==> src/rtl/alu_seq.sv <==
// alu_seq: registered ALU with single-cycle logic/add/sub/compare/shift ops
// and a WIDTH-cycle shift-add unsigned multiplier. Flags are sticky: each op
// rewrites only the bits it owns.
module alu_seq #(
  parameter int WIDTH = 16
) (
  input  logic             clk,
  input  logic             rst_n,
  input  logic             start,
  input  logic [7:0]       opcode,
  input  logic [WIDTH-1:0] r1,
  input  logic [WIDTH-1:0] r2,
  output logic [WIDTH-1:0] rout,
  output logic [7:0]       flag,
  output logic             busy,
  output logic             done,
  output logic             illegal
);

  localparam int CW = $clog2(WIDTH) + 1;
  localparam int SW = $clog2(WIDTH);
  localparam logic [CW-1:0] CLAST = CW'(WIDTH - 1);
  localparam logic [31:0]   WLIM  = WIDTH;

  localparam logic [7:0] OP_AND  = 8'h01;
  localparam logic [7:0] OP_OR   = 8'h02;
  localparam logic [7:0] OP_XOR  = 8'h03;
  localparam logic [7:0] OP_NOT  = 8'h04;
  localparam logic [7:0] OP_ADD  = 8'h05;
  localparam logic [7:0] OP_ADDU = 8'h06;
  localparam logic [7:0] OP_ADDC = 8'h07;
  localparam logic [7:0] OP_RSH  = 8'h08;
  localparam logic [7:0] OP_SUB  = 8'h09;
  localparam logic [7:0] OP_CMP  = 8'h0B;
  localparam logic [7:0] OP_ALSH = 8'h0C;
  localparam logic [7:0] OP_MUL  = 8'h0E;
  localparam logic [7:0] OP_ARSH = 8'h0F;
  localparam logic [7:0] OP_LSH  = 8'h84;

  // flag bit positions
  localparam int FC = 0;
  localparam int FL = 2;
  localparam int FF = 5;
  localparam int FZ = 6;
  localparam int FN = 7;

  typedef enum logic {IDLE = 1'b0, MUL = 1'b1} state_t;

  state_t state_q, state_d;

  logic [CW-1:0]      cnt_q, cnt_d;
  logic [2*WIDTH-1:0] ma_q, ma_d;      // multiplicand, shifted left each step
  logic [WIDTH-1:0]   mb_q, mb_d;      // multiplier, shifted right each step
  logic [2*WIDTH-1:0] acc_q, acc_d;    // partial product
  logic [2*WIDTH-1:0] acc_step;
  logic               mul_last;

  logic [WIDTH-1:0]   rout_d;
  logic [7:0]         flag_d;
  logic               done_d, illegal_d;

  logic               cin;
  logic [WIDTH:0]     sum, diff;
  logic               add_ovf, sub_ovf;
  logic               shamt_big;
  logic [SW-1:0]      shamt;
  logic [WIDTH-1:0]   lsh, rsh, arsh;

  // Z/N update helper shared by most ops
  function automatic logic [7:0] set_zn(input logic [7:0] f, input logic [WIDTH-1:0] v);
    logic [7:0] r;
    r     = f;
    r[FZ] = (v == '0);
    r[FN] = v[WIDTH-1];
    return r;
  endfunction

  assign busy = (state_q == MUL);

  // Adder/subtractor at WIDTH+1 bits so carry/borrow falls out of the top bit.
  // ADDC pulls in the stored carry; ADD/ADDU add zero.
  assign cin     = (opcode == OP_ADDC) ? flag[FC] : 1'b0;
  assign sum     = {1'b0, r1} + {1'b0, r2} + {{WIDTH{1'b0}}, cin};
  assign diff    = {1'b0, r1} - {1'b0, r2};
  assign add_ovf = (r1[WIDTH-1] == r2[WIDTH-1]) && (sum[WIDTH-1] != r1[WIDTH-1]);
  assign sub_ovf = (r1[WIDTH-1] != r2[WIDTH-1]) && (diff[WIDTH-1] != r1[WIDTH-1]);

  // Shift amount is the whole of r1; anything >= WIDTH saturates.
  assign shamt_big = (32'(r1) >= WLIM);
  assign shamt     = r1[SW-1:0];
  assign lsh       = shamt_big ? '0 : (r2 << shamt);
  assign rsh       = shamt_big ? '0 : (r2 >> shamt);
  assign arsh      = shamt_big ? {WIDTH{r2[WIDTH-1]}} : $unsigned($signed(r2) >>> shamt);

  // One shift-add step per MUL cycle
  assign acc_step = mb_q[0] ? (acc_q + ma_q) : acc_q;
  assign mul_last = (cnt_q == CLAST);

  // State register
  always_ff @(posedge clk or negedge rst_n) begin
    if (!rst_n) state_q <= IDLE;
    else        state_q <= state_d;
  end

  // Next-state: only an accepted MUL leaves IDLE
  always_comb begin
    state_d = state_q;
    case (state_q)
      IDLE:    if (start && opcode == OP_MUL) state_d = MUL;
      MUL:     if (mul_last) state_d = IDLE;
      default: state_d = IDLE;
    endcase
  end

  // Output/datapath next values: single-cycle ops resolve on the accept edge,
  // MUL writes its result on the edge that consumes the last multiplier bit.
  always_comb begin
    rout_d    = rout;
    flag_d    = flag;
    done_d    = 1'b0;
    illegal_d = 1'b0;
    cnt_d     = cnt_q;
    ma_d      = ma_q;
    mb_d      = mb_q;
    acc_d     = acc_q;
    case (state_q)
      IDLE: begin
        if (start) begin
          done_d = 1'b1;
          case (opcode)
            OP_AND: begin rout_d = r1 & r2; flag_d = set_zn(flag, r1 & r2); end
            OP_OR:  begin rout_d = r1 | r2; flag_d = set_zn(flag, r1 | r2); end
            OP_XOR: begin rout_d = r1 ^ r2; flag_d = set_zn(flag, r1 ^ r2); end
            OP_NOT: begin rout_d = ~r1;     flag_d = set_zn(flag, ~r1);     end
            OP_ADD, OP_ADDC: begin
              rout_d     = sum[WIDTH-1:0];
              flag_d     = set_zn(flag, sum[WIDTH-1:0]);
              flag_d[FC] = sum[WIDTH];
              flag_d[FF] = add_ovf;
            end
            OP_ADDU: begin
              rout_d     = sum[WIDTH-1:0];
              flag_d[FC] = sum[WIDTH];
            end
            OP_SUB: begin
              rout_d     = diff[WIDTH-1:0];
              flag_d     = set_zn(flag, diff[WIDTH-1:0]);
              flag_d[FC] = diff[WIDTH];
              flag_d[FF] = sub_ovf;
            end
            OP_CMP: begin
              flag_d[FZ] = (r1 == r2);
              flag_d[FL] = (r1 < r2);
              flag_d[FN] = ($signed(r1) < $signed(r2));
            end
            OP_LSH, OP_ALSH: begin rout_d = lsh;  flag_d = set_zn(flag, lsh);  end
            OP_RSH:          begin rout_d = rsh;  flag_d = set_zn(flag, rsh);  end
            OP_ARSH:         begin rout_d = arsh; flag_d = set_zn(flag, arsh); end
            OP_MUL: begin
              done_d = 1'b0;
              ma_d   = {{WIDTH{1'b0}}, r1};
              mb_d   = r2;
              acc_d  = '0;
              cnt_d  = '0;
            end
            default: illegal_d = 1'b1;
          endcase
        end
      end
      MUL: begin
        acc_d = acc_step;
        ma_d  = ma_q << 1;
        mb_d  = mb_q >> 1;
        cnt_d = cnt_q + CW'(1);
        if (mul_last) begin
          rout_d     = acc_step[WIDTH-1:0];
          flag_d     = set_zn(flag, acc_step[WIDTH-1:0]);
          flag_d[FF] = |acc_step[2*WIDTH-1:WIDTH];
          done_d     = 1'b1;
          cnt_d      = '0;
        end
      end
      default: ;
    endcase
  end

  // Result, flags, pulses and multiplier datapath registers
  always_ff @(posedge clk or negedge rst_n) begin
    if (!rst_n) begin
      rout    <= '0;
      flag    <= 8'h00;
      done    <= 1'b0;
      illegal <= 1'b0;
      cnt_q   <= '0;
      ma_q    <= '0;
      mb_q    <= '0;
      acc_q   <= '0;
    end else begin
      rout    <= rout_d;
      flag    <= flag_d;
      done    <= done_d;
      illegal <= illegal_d;
      cnt_q   <= cnt_d;
      ma_q    <= ma_d;
      mb_q    <= mb_d;
      acc_q   <= acc_d;
    end
  end

endmodule
==> config.mk <==
export PLATFORM = sky130hd
export DESIGN_NAME = alu_seq
export DESIGN_NICKNAME = d
export VERILOG_FILES = /design/src/rtl/alu_seq.sv
export SDC_FILE = /design/constraint.sdc
export NUM_CORES = 1
export LEC_CHECK = 0
export CAP_MARGIN = 20
export CORE_MARGIN = 8
export CORE_UTILIZATION = 30
export DETAILED_ROUTE_END_ITERATION = 6
export PLACE_DENSITY_LB_ADDON = 0.05
export SLEW_MARGIN = 20
export SYNTH_ARGS = -nofsm -noshare
export SYNTH_HDL_FRONTEND = slang
export SYNTH_SLANG_ARGS = --single-unit
==> constraint.sdc <==
create_clock -name clk -period 10.41 [get_ports clk]
set_input_delay 1.041 -clock clk [delete_from_list [all_inputs] [get_ports clk]]
set_output_delay 1.041 -clock clk [all_outputs]
set_load 0.005 [all_outputs]
==> results of run 1 <==
## layout by cell type (no fill, tap or decap), drive strengths merged, types with 13 or more instances in the layout
cell	netlist	layout
nand3	25	25
xor2	13	13
nor2	143	143
ha	80	80
clkdlybuf4s50	0	63
inv	63	66
nor3	28	28
nor4	17	17
dfrtp	109	109
o211ai	15	15
o22ai	17	17
o31ai	14	14
a21o	24	24
mux2i	25	25
nand2b	15	15
mux2	23	23
o21ai	161	161
nand2	209	209
a211oi	21	21
a21oi	115	115
buf	19	20
nand4	25	25
xnor2	45	45
mux4	23	23
## cell type report
cell class	count	area, um^2
fillers	4229	25500
multi-input cells	1243	8260
flip-flops and latches	109	2730
repair buffers	83	776
well taps	518	648
inverters	63	236
clock buffers	11	233
clock inverters	5	41.3
## kinds of logic after synthesis
logic type | share of synthesized area, %
AOI/OAI and AO/OA | 27.6
xor gates and xnor gates | 4.39
adders and majority gates | 9.34
buffers and inverters | 5.48
DFF | 23.6
muxes | 8.87
other | 0.0324
and+or+nand+nor | 20.8
## worst min-delay path: stages (launching register included)
cell and delay (ns):
dfrtp_1 0.34, nand2_1 0.05, o21ai_0 0.06
## flip-flops by register name, indices dropped and copies added (netlist names)
name     flops
busy         1
illegal      1
cnt_q        5
done         1
mb_q        16
rout        16
ma_q        32
flag         5
acc_q       32
## metrics by stage
| step | power (W) | utilization [%] | setup slack, ns | instance area [um^2] |
|---|---|---|---|---|
| 4_1_cts | 0.00271 | 33.7 | 4.75 | 12900 |
| 3_5_place_dp | 0.00235 | 33.0 | 4.37 | 12700 |
| 2_1_floorplan | 0.00186 | - | 5.41 | 11600 |
| 5_1_grt | 0.00293 | 33.7 | 4.40 | 12900 |
| 3_3_place_gp | 0.00235 | 32.9 | 4.51 | 12600 |
| 6_report | 0.00269 | 33.7 | 4.68 | 12900 |
## report_power, final
part | switching, W | internal, W
combinational | 0.000915 | 0.000660
sequential | 0.000164 | 0.000607
clock | 0.000178 | 0.000166
## how the worst max path moves through the flow
stage	from	end	slack (ns)	cells past startpoint
5_1_grt	opcode[7]	rout[14]$_DFFE_PN0P_	4.40	17
4_1_cts	opcode[7]	flag[5]$_DFFE_PN0P_	4.75	16
6_report	opcode[7]	rout[14]$_DFFE_PN0P_	4.68	17
3_3_place_gp	opcode[7]	rout[14]$_DFFE_PN0P_	4.51	17
2_1_floorplan	r1[0]	rout[14]$_DFFE_PN0P_	5.41	18
3_5_place_dp	opcode[7]	flag[5]$_DFFE_PN0P_	4.37	16
## layer usage
metal / vias to the layer above / track usage, % / wire length [um]
li1: 5544 / - / -
met4: 0 / 5.54 / 1100
met3: 61 / 3.49 / 2920
met1: 5794 / 32.6 / 24600
met2: 404 / 32.6 / 21300
met5: - / 0 / 0
==> impl_metrics.yaml, run 1 <==
power:
  leakagePower_nw: 5.26
  ir_worst_vdd_uv: 77.1
  power_density_mw_per_mm2: 208
sta:
  rsz0062_at_grt: "false"
  whs_ns: 0.476
  tightest_slew_ns: 1.10
  fin_tns_setup_ns: 0
  fin_skew_ns: 0.0152
  setup_viol: 0
  period_minus_slack_ns: 5.73
  max_freq_ghz: 0.175
  hold_violations: 0
  fin_crit_sh_pct: 55.0
  max_slew_margin_pct: 25.8
  drv_slew: 0
placed_design:
  dp_hpwl_mm: 38.8
  dp.cells: 2016
  gp_congestion: 0.959
  io_buffers: 66
drt:
  routed-via-count: 11803
  wire_per_inst_um: 24.6
  vias_per_cell: 5.81
  drt-pass1-iter-count: 7
  final_antenna_net_count: 0
  wl_mm: 49.9
  drt_iter0_drc: 1257
  drc: 0
cts:
  clk_latency_ns: 0.38
  clock_path_buffers: 2
  ctsResizeCount: 0
  clkTransAtPathRegs_ns: 0.08
  cts.sinks: 109
  cts_htree_levels: 3
  cts_tree: "done"
  numCtsBuffers: 9
  post_cts_buffers: 0
  cts-hold-fix-buffers: 0
  cts-root-buf: "clkbuf_16"
global_route:
  grt_pass1_wl_mm: 74.9
  grt_max_degree: 98
  globalRouteTotalUtil_pct: 22.0
  grt_pass1_vias: 11272
  antenna_found_initial: 0
  grt-ovfl-total: 0
floorplanning:
  die_y_um: 212
  coreArea_mm2: 0.0384
  die_w_um: 212
  num_rows: 72
  io-pin-count: 70
  die-area_mm2: 0.0451
  initial_core_util_pct: 30.2
layout:
  fin_cells: 2032
  nets: 1636
  drive_gt1_share_pct: 7.40
  num_antenna_cells: 0
  syn2layout_area_growth_pct: 11.6
yosys:
  async_flop_share_pct: 100
  synth-edff-count: 0
  netlist_area_mm2: 0.0116
  yosys-top-cells-area: "dfrtp_1 24%, ha_1 8.6%, o21ai_0 6.8%, nand2_1 6.8%, a21oi_1 4.9%"
  yosysMostFrequentCell: "nand2_1"
  synth_area_per_cell_um2: 7.66
  synthTopCellsByCount: "209 x nand2_1, 157 x o21ai_0, 143 x nor2_1, 113 x a21oi_1, 109 x dfrtp_1"
  ys_seq_area_share_pct: 23.6
  synth_seq_cells: 109
  synth-main-ff-cell: "dfrtp_1"
  synth_top_area_share_pct: 23.6
  yosys_warnings: 0
  yosysTopAreaCell: "dfrtp_1"
  netlist_instances: 1512
  ys_types: 79
min_path:
  min-delay-start: "rout[8]$_DFFE_PN0P_"
  hold_class: "flop to flop"
  hold_end: "rout[8]$_DFFE_PN0P_"
  holdPathStages: 2
setup_path:
  r2r-end: "flag[5]$_DFFE_PN0P_"
  path_buf_inv: 1
  reg2regPathDepth: 13
  end_kind: "flop"
  timing.critical_path.arrival_ns: 6.02
  rr_startpoint: "ma_q[0]$_DFFE_PN0P_"
  crit_path_start_kind: "primary input"
  cp.required_ns: 10.71
  cpLargestDelayFamily: "compound AO/OA/AOI/OAI gates"
  critical_path_class: "primary input to flop"
  cpPeakStageDelay_ns: 0.79
  slowest_stage: "nor4_1"
  crit_path_cell_trace: "clkdlybuf4s50_1 -> nor4_1 -> and3_1 -> nand3_1 -> fa_1 -> fa_1 -> nor2b_1 -> o21ai_0 -> a21oi_1 -> a41oi_1 -> a31oi_1 -> a31o_2 -> a21o_1 -> mux2i_1 -> nand2_1 -> a311o_1 -> a31oi_1"
  r2r_setup_slack_ns: 5.96
  crit_fanout: 6
status:
  status: "finished clean"
job:
  drv_cap: 0
(Power assumes the default switching activity.)
==> run 2: changes to the inputs <==
==> constraint.sdc (replaced) <==
create_clock -name clk -period 5.85 [get_ports clk]
set_input_delay 0.585 -clock clk [delete_from_list [all_inputs] [get_ports clk]]
set_output_delay 0.585 -clock clk [all_outputs]
set_load 0.005 [all_outputs]
==> run 2 against run 1 <==
Via count fell by 0.39%. Clock skew is essentially flat. Setup slack got worse by 3.6 ns. Wire length fell by 0.94%. Highest routed layer is now met5.
==> impl_metrics.yaml, run 2 (synthesis results as in run 1) <==
layout:
  syn2layout_area_growth_pct: 13.1
  drive_gt1_share_pct: 8.55
  regArea_mm2: 0.00273
  final_common_cell: "nand2_1"
  nets: 1654
  fin_cells: 2050
  layout_common_cells: "208 x nand2_1, 157 x o21ai_0, 142 x nor2_1"
  fillCellCount: 4174
  multiInputGateArea_mm2: 0.00825
  num_antenna_cells: 0
  reg.largest.list: "acc_q (32), ma_q (32)"
cts:
  clk_latency_ns: 0.38
  clkTransAtPathRegs_ns: 0.08
  clock_path_buffers: 2
  cts_htree_levels: 3
  cts-root-buf: "clkbuf_16"
  ctsResizeCount: 0
  numCtsBuffers: 9
  cts.sinks: 109
  cts_tree: "done"
  post_cts_buffers: 0
  cts-hold-fix-buffers: 0
sta:
  setup_viol: 0
  tightest_slew_ns: 1.13
  drv_slew: 0
  period_minus_slack_ns: 4.77
  rsz0062_at_grt: "false"
  fin_crit_sh_pct: 81.5
  max_slew_margin_pct: 24.0
  hold_violations: 0
  fin_skew_ns: 0.0154
  fin_tns_setup_ns: 0
  max_freq_ghz: 0.210
placed_design:
  gp_congestion: 0.969
  io_buffers: 66
  dp_hpwl_mm: 38.5
  dp.cells: 2034
power:
  power_density_mw_per_mm2: 372
  switching_share_pct: 46.5
  p_comb_share_pct: 57.5
  leakagePower_nw: 5.37
  p_sw_w: 0.00226
  clkPwrFrac_pct: 14.2
  ir_worst_vdd_uv: 143
  seqPwrFrac_pct: 28.3
  intPower_w: 0.00261
setup_path:
  cpLargestDelayFamily: "compound AO/OA/AOI/OAI gates"
  reg2regPathDepth: 13
  r2r-end: "flag[5]$_DFFE_PN0P_"
  path_buf_inv: 2
  cpPeakStageDelay_ns: 0.49
  end_kind: "flop"
  crit_path_cell_trace: "clkdlybuf4s50_1 -> nor4_1 -> buf_4 -> and3_1 -> nand3_1 -> fa_1 -> fa_1 -> nor2b_1 -> o21ai_0 -> a21oi_1 -> a41oi_1 -> a31oi_1 -> a31o_2 -> a21o_1 -> mux2i_1 -> nand2_1 -> a311o_1 -> a31oi_1"
  rr_startpoint: "ma_q[0]$_DFFE_PN0P_"
  crit_fanout: 6
  critical_path_class: "primary input to flop"
  timing.critical_path.arrival_ns: 5.07
  cp.required_ns: 6.15
  r2r_setup_slack_ns: 1.41
  slowest_stage: "clkdlybuf4s50_1"
  crit_path_start_kind: "primary input"
global_route:
  met2_usage_pct: 32.0
  grtUsageMet1_pct: 31.7
  grt_max_degree: 91
  grt_pass1_vias: 11324
  busiest_layer: "met2"
  grt_pass1_wl_mm: 74.2
  gr-usage-met3_pct: 4.11
  antenna_found_initial: 3
  globalRouteTotalUtil_pct: 21.8
  grt-ovfl-total: 0
job:
  drv_cap: 0
drt:
  drt_iter0_drc: 1349
  drt-pass1-iter-count: 7
  final_antenna_net_count: 0
  drc: 0
  routed-via-count: 11757
  wire_per_inst_um: 24.1
  vias_per_cell: 5.74
  wl_mm: 49.4
min_path:
  hold_class: "primary input to asynchronous set/reset pin"
floorplanning:
  num_rows: 72
  initial_core_util_pct: 30.2
  die_y_um: 212
  coreArea_mm2: 0.0384
  die_w_um: 212
  io-pin-count: 70
  die-area_mm2: 0.0451
status:
  status: "finished clean"
-- run 2: cell types whose count changed in the layout (fill, tap and decap cells not counted), sizes merged --
| cell | previous run | this run |
|---|---|---|
| clkinvlp | 1 | 0 |
| bufinv | 0 | 1 |
| clkbuf | 11 | 9 |
| buf | 20 | 38 |
| clkinv | 1 | 3 |
-- run 2: through the flow --
stage          instance area [um^2]  util, %  hold slack (ns)  worst slack [ns]  power (W)
6_report                      13100     34.1            0.254              1.08    0.00487
5_1_grt                       13100     34.1            0.333             0.842    0.00531
4_1_cts                       13100     34.1            0.309              1.13    0.00491
3_5_place_dp                  12800     33.3            0.466             0.757    0.00419
3_3_place_gp                  12800     33.3            0.461             0.749    0.00419
2_1_floorplan                 11600        -            0.289              1.31    0.00331
-- run 2: area by class of cell --
class	count	area share, %
clock inverter	7	0.764
multi-input combinational	1243	63.0
inverter	63	1.80
timing repair buffer	101	6.95
tap	518	4.95
clock buffer	9	1.72
sequential	109	20.9
-- run 2: worst max-delay path by stage --
stage | from | endpoint | slack, ns | depth (start not counted)
after floorplan | r1[0] | rout[14]$_DFFE_PN0P_ | 1.31 | 18
after global placement | opcode[7] | rout[14]$_DFFE_PN0P_ | 0.75 | 18
after detailed placement | opcode[7] | rout[14]$_DFFE_PN0P_ | 0.76 | 18
after CTS | opcode[7] | rout[14]$_DFFE_PN0P_ | 1.13 | 18
after global routing | opcode[7] | rout[14]$_DFFE_PN0P_ | 0.84 | 18
final | opcode[7] | rout[14]$_DFFE_PN0P_ | 1.08 | 18
-- run 2: layer usage --
layer / wire length, um / share of wire (%) / vias to the layer above
met1: 24100 / 49 / 5703
met3: 3270 / 6.6 / 77
li1: - / - / 5562
met5: 33 / 0.067 / -
met2: 20800 / 42 / 409
met4: 1310 / 2.7 / 6
-- run 2: power by group through the flow --
| stage | clock network [W] | logic (W) | registers (W) |
|---|---|---|---|
| after floorplan | 0 | 0.00202 | 0.00129 |
| after global placement | 0 | 0.00280 | 0.00139 |
| after detailed placement | 0 | 0.00280 | 0.00139 |
| after CTS | 0.000717 | 0.00281 | 0.00138 |
| after global routing | 0.000744 | 0.00313 | 0.00143 |
| final | 0.000692 | 0.00280 | 0.00138 |
